### config.mk
export PLATFORM = sky130hd
export DESIGN_NAME = pipe_scroller
export DESIGN_NICKNAME = d
export VERILOG_FILES = /design/src/rtl/pipe_scroller.sv
export SDC_FILE = /design/constraint.sdc
export NUM_CORES = 1
export LEC_CHECK = 0
export ABC_AREA = 1
export CORE_MARGIN = 1
export CORE_UTILIZATION = 42
export DETAILED_ROUTE_END_ITERATION = 10
export PLACE_DENSITY = 0.73
export SLEW_MARGIN = 30
export SYNTH_ARGS = -nofsm -noshare
export SYNTH_HDL_FRONTEND = slang
export SYNTH_SLANG_ARGS = --single-unit
export TNS_END_PERCENT = 20
### constraint.sdc
create_clock -name Clock -period 5.65 [get_ports Clock]
set_clock_uncertainty 0.2 [all_clocks]
set_input_delay 1.13 -clock Clock [delete_from_list [all_inputs] [get_ports Clock]]
set_output_delay 1.13 -clock Clock [all_outputs]
set_load 0.02 [all_outputs]
### src/rtl/pipe_scroller.sv
// pipe_scroller: scrolling 16x16 pipe playfield for the flappy-bird game.
// In RUN the playfield moves one column toward the exit edge every TICK_DIV
// clocks; a new pipe column with an LFSR-placed gap enters every PIPE_SPACING
// scroll steps.  Pipes crossing the bird column are counted as the score.
// A fail pulse from the collision checker freezes everything until Reset.
//
// Handshake: there is no valid/ready pair.  start is a level sampled only in
// IDLE; freeze is a single-cycle event honoured only in RUN; step is a
// registered one-cycle strobe that marks every new pipes/score value.
module pipe_scroller #(
    parameter int         TICK_DIV     = 4,
    parameter int         PIPE_SPACING = 4,
    parameter int         GAP_HEIGHT   = 4,
    parameter int         BIRD_COL     = 12,
    parameter logic [7:0] LFSR_SEED    = 8'h01
) (
    input  logic              Clock,
    input  logic              Reset,
    input  logic              start,
    input  logic              freeze,
    output logic [15:0][15:0] pipes,
    output logic [7:0]        score,
    output logic              step,
    output logic              running,
    output logic [1:0]        state_dbg
);

    typedef enum logic [1:0] {
        S_IDLE   = 2'd0,
        S_RUN    = 2'd1,
        S_FROZEN = 2'd2
    } state_t;

    localparam int TW = (TICK_DIV > 2) ? $clog2(TICK_DIV) : 1;
    localparam int SW = (PIPE_SPACING > 2) ? $clog2(PIPE_SPACING) : 1;
    localparam logic [TW-1:0] TICK_LAST    = TW'(TICK_DIV - 1);
    localparam logic [SW-1:0] SPAWN_RELOAD = SW'(PIPE_SPACING - 1);
    localparam int GAP_LIMIT = 16 - GAP_HEIGHT;

    state_t        state;
    state_t        state_nx;
    logic [TW-1:0] tick_cnt;
    logic [SW-1:0] spawn_cnt;
    logic [7:0]    lfsr;
    logic          do_step;
    logic [4:0]    gap_top;
    logic [15:0]   pipe_col;
    logic [15:0]   new_col;
    logic          bird_hit;

    // A scroll step needs the last tick of the period and no same-cycle fail.
    assign do_step = (state == S_RUN) && !freeze && (tick_cnt == TICK_LAST);

    // State register.
    always_ff @(posedge Clock) begin
        if (Reset) begin
            state <= S_IDLE;
        end else begin
            state <= state_nx;
        end
    end

    // Next-state logic; FROZEN is only left through Reset.
    always_comb begin
        state_nx = state;
        case (state)
            S_IDLE:   if (start)  state_nx = S_RUN;
            S_RUN:    if (freeze) state_nx = S_FROZEN;
            S_FROZEN: state_nx = S_FROZEN;
            default:  state_nx = S_IDLE;
        endcase
    end

    // Outputs decoded from the state register only, so no input reaches them.
    always_comb begin
        running   = (state == S_RUN);
        state_dbg = state;
    end

    // New column: gap top from the low LFSR nibble, folded back into range.
    always_comb begin
        gap_top = {1'b0, lfsr[3:0]};
        if (gap_top > 5'(GAP_LIMIT)) begin
            gap_top = gap_top - 5'(GAP_LIMIT);
        end
        for (int r = 0; r < 16; r++) begin
            pipe_col[r] = !((5'(r) >= gap_top) && (5'(r) < gap_top + 5'(GAP_HEIGHT)));
        end
        new_col = (spawn_cnt == '0) ? pipe_col : 16'h0000;
    end

    // Any pipe cell in the bird column before the shift scores a point.
    always_comb begin
        bird_hit = 1'b0;
        for (int r = 0; r < 16; r++) begin
            bird_hit = bird_hit | pipes[r][BIRD_COL];
        end
    end

    // Tick divider, playfield shift, spawn spacing, LFSR and score.
    always_ff @(posedge Clock) begin
        if (Reset) begin
            pipes     <= '0;
            score     <= 8'd0;
            step      <= 1'b0;
            tick_cnt  <= '0;
            spawn_cnt <= '0;
            lfsr      <= LFSR_SEED;
        end else begin
            step <= do_step;
            if (state == S_IDLE && start) begin
                tick_cnt <= '0;
            end else if (state == S_RUN && !freeze) begin
                tick_cnt <= (tick_cnt == TICK_LAST) ? '0 : tick_cnt + TW'(1);
            end
            if (do_step) begin
                for (int r = 0; r < 16; r++) begin
                    pipes[r] <= {pipes[r][14:0], new_col[r]};
                end
                spawn_cnt <= (spawn_cnt == '0) ? SPAWN_RELOAD : spawn_cnt - SW'(1);
                lfsr      <= {lfsr[6:0], lfsr[7] ^ lfsr[5] ^ lfsr[4] ^ lfsr[3]};
                if (bird_hit && score != 8'hFF) begin
                    score <= score + 8'd1;
                end
            end
        end
    end

endmodule

==> results.md <==
- Post-synth EDFFs: 0
- CP startpoint: Reset
- Flops & latches, synth: 279
- Register area: 5585 µm²
- Root Buffer: clkbuf_16
- Tot GR Track Use: 0.1979
- Synth Flop Type: dfxtp_1
- Antenna diodes: 0
- Synth top area share: 0.5075
- Vias per cell: 4.801
- Measured slew at the worst slew-check pin: 0.8860 ns
- Synthesized-area fraction occupied by adder cells: 0.01251
- Fin. Hold Viols: 0
- Row cnt: 58
- H-tree levels: 1
- Mapped Nets: 1,085
- Worst-case clock buffer depth: 3
- WL/cell: 16.47 µm
- Initial cell density of the core: 0.4321
- Global-route wire length before repair: 41,730 µm
- FF-to-FF Start: state_dbg[1]$_SDFFE_PP0P_
- Die area: 26,860 µm²
- Post-DP Area: 13,730 µm²
- Post-CTS Setup Bufs: 0
- Worst path required time: 5.86 ns
- Largest net degree at the start of global routing: 126
- Die Width: 163.9 µm
- Slew margin rel.: 0.4087
- Fmax: 0.2766 GHz
- R2R depth: 9
- Layout area overhead: 33.87%
- Mapped Cells: 1,070
- Origin of the worst min-delay path: pipes[79]$_SDFFE_PP0P_
- Smallest hold slack: 0.2644 ns
- Final std cell area, no fill: 14,730 µm²
- Post-synthesis simple-gate area fraction: 0.06514
- Layout cells sized above 1: 0.2079
- Setup crit end kind: flop
- Element type at the critical path start: input port
- Buffers & Inverters on Critical Path: 3
- Pre-Repair DR Iteration Count: 5
- Area of the mapped netlist: 11,010 µm²
- Most frequent cells in the layout: dfxtp_1 (279), clkdlybuf4s50_1 (271), inv_1 (265)
- DRC: 0
- Slowest stage delay, CP: 0.81 ns
- Status: completed
- Worst-path cell chain: clkdlybuf4s50_1, inv_1, nand2_8, inv_1, nand2_1, o21ai_0
- Max_cap viols: 0
- Most common cell after layout, fill and taps aside: dfxtp_1
- Syn. warnings: 0
- Cell taking the most area after synthesis: dfxtp_1
- Distinct cells, synth: 32
- Core area: 25,470 µm²
- Hpwl dp: 19,690 µm
- RSZ-0062 raised after global routing: false
- Largest family of logic cells by synthesized area: compound AO/OA/AOI/OAI gates
- Syn_area_per_cell: 10.29 µm²
- CTS tree: yes
- Detailed-route via count: 8,027
- # IOs: 272
- DRT iter0 DRCs: 578
- Final nets: 1,335
- Hold Path Class: reg2reg
- Cell Pwr Density: 275.9 nW/µm²
- FILL cells: 2,146
- Routed Antenna Nets: 0
- CTS Sinks: 279
- PostCTS Resize Cnt: 0
- Clock buffer count from CTS: 30
- Compound-Gate Fraction of Synth Area: 0.2741
- CP most frequent cell: inv_1
- Post-synthesis xor/xnor area fraction: 0.003979
- Fraction of synthesized area in multiplexers: 0
- Async SR Flop Fraction: 0
- Later-pin clock latency in the skew report: 0.54 ns
- Hold buffers post-CTS: 0
- Final Cycle Share: 0.6398
- Buffers on Ports: 271
- Worst-path maximum fanout: 68
- Slew Limit Fails: 0
- Top delay family on crit path: buffers and inverters
- Min-Delay Endpoint: pipes[79]$_SDFFE_PP0P_
- Maximum vdd drop: 0.3620 mV
- Leak: 4.696 nW
- Hold Path Depth: 2
- Die Y: 163.9 µm
- Gpl congestion: 0.8625
- Synth top area cells: dfxtp_1 (51%), o22ai_2 (23%), inv_1 (9.0%)
- Share of the yosys chip area belonging to registers: 0.5075
- Final wirelength: 27,540 µm
- Critical path's slowest cell: clkdlybuf4s50_1
- Min Tclk post-route: 3.615 ns
- Worst Path Arrival: 3.82 ns
- Initial antenna violation count: 0
- Vias in the first global route: 7,688
- Total negative setup slack: 0 ns
- Critical path type: in2reg
- Area of the multi-input gates: 3924 µm²
- End of the worst register-to-register path: pipes[59]$_SDFFE_PP0P_
- R2R Setup Slk: 2.47 ns
- Clock-pin transition on the worst setup and hold timing paths: 0.06 ns
- GRT overflow: 0
- # setup viols final: 0
==> worst min-delay path, delay by kind of cell, from the launching register on <==
family,cells,cell delay (ns)
and+or+nand+nor,1,0.05
DFF,1,0.33
AOI/OAI and AO/OA,1,0.05
==> report_power, final <==
group | internal, mW | leakage [nW] | switching (mW)
logic | 0.0416 | 1.96 | 0.0977
registers | 1.98 | 2.25 | 0.00662
clock network | 1.16 | 0.487 | 0.784
==> layout make-up <==
class | instances | share of cell area
Sequential cell | 279 | 0.3791
Clock inverter | 14 | 0.009427
Tap cell | 330 | 0.02803
Multi-Input combinational cell | 461 | 0.2663
Clock buffer | 40 | 0.05834
Timing Repair Buffer | 277 | 0.1889
Inverter | 271 | 0.06989
==> through the flow <==
step / total power, mW / util / setup slack [ns] / instances
5_1_grt: 4.212 / 0.5784 / 1.797 / 1672
6_report: 4.065 / 0.5784 / 2.035 / 1672
2_1_floorplan: 2.131 / - / 3.360 / 1070
3_5_place_dp: 2.166 / 0.5390 / 1.461 / 1618
3_3_place_gp: 2.165 / 0.5390 / 1.545 / 1618
4_1_cts: 4.115 / 0.5782 / 2.004 / 1672
==> worst max path at each step <==
stage | end | slack [ns] | cells after the start
3_3_place_gp | pipes[143]$_SDFFE_PP0P_ | 1.55 | 6
3_5_place_dp | pipes[159]$_SDFFE_PP0P_ | 1.46 | 6
4_1_cts | pipes[47]$_SDFFE_PP0P_ | 2.00 | 6
5_1_grt | pipes[127]$_SDFFE_PP0P_ | 1.80 | 6
2_1_floorplan | pipes[138]$_SDFFE_PP0P_ | 3.36 | 7
6_report | pipes[47]$_SDFFE_PP0P_ | 2.04 | 6
==> sequential cells by signal, summed over array words and instances (netlist names) <==
| register | flops |
|---|---|
| tick_cnt | 2 |
| score | 8 |
| lfsr | 8 |
| spawn_cnt | 2 |
| pipes | 256 |
| step | 1 |
| state_dbg | 2 |
==> cells by family after synthesis <==
family / count (synthesis)
adders and majority gates: 11
and+or+nand+nor: 154
buffers and inverters: 330
xor gates and xnor gates: 5
AOI/OAI and AO/OA: 291
DFF: 279
==> synthesized netlist by cell type (2+ instances only) <==
cell type and count:
nand2_2 6, inv_2 6, nor2_4 2, nand4_1 12
nor3_1 2, a21oi_1 14, o21ai_1 3, buf_4 23
inv_1 265, nand3_1 21, buf_6 23, xor2_1 4
nand3_2 3, o22ai_1 27, dfxtp_1 279, nand2_1 85
o22ai_2 200, o21ai_0 39, o21ai_2 2, ha_1 11
nand2_4 3, clkbuf_1 7, nor2_1 19, buf_2 6
==> routing by layer <==
| layer | global-route usage | up-vias | wire [µm] |
|---|---|---|---|
| met5 | 0 | - | 0 |
| met1 | 0.2464 | 3765 | 11860 |
| met3 | 0.04646 | 38 | 1910 |
| met2 | 0.3405 | 211 | 13170 |
| met4 | 0.05429 | 0 | 595 |
| li1 | - | 4013 | - |
No activity file was read; power rests on OpenSTA's default activity.
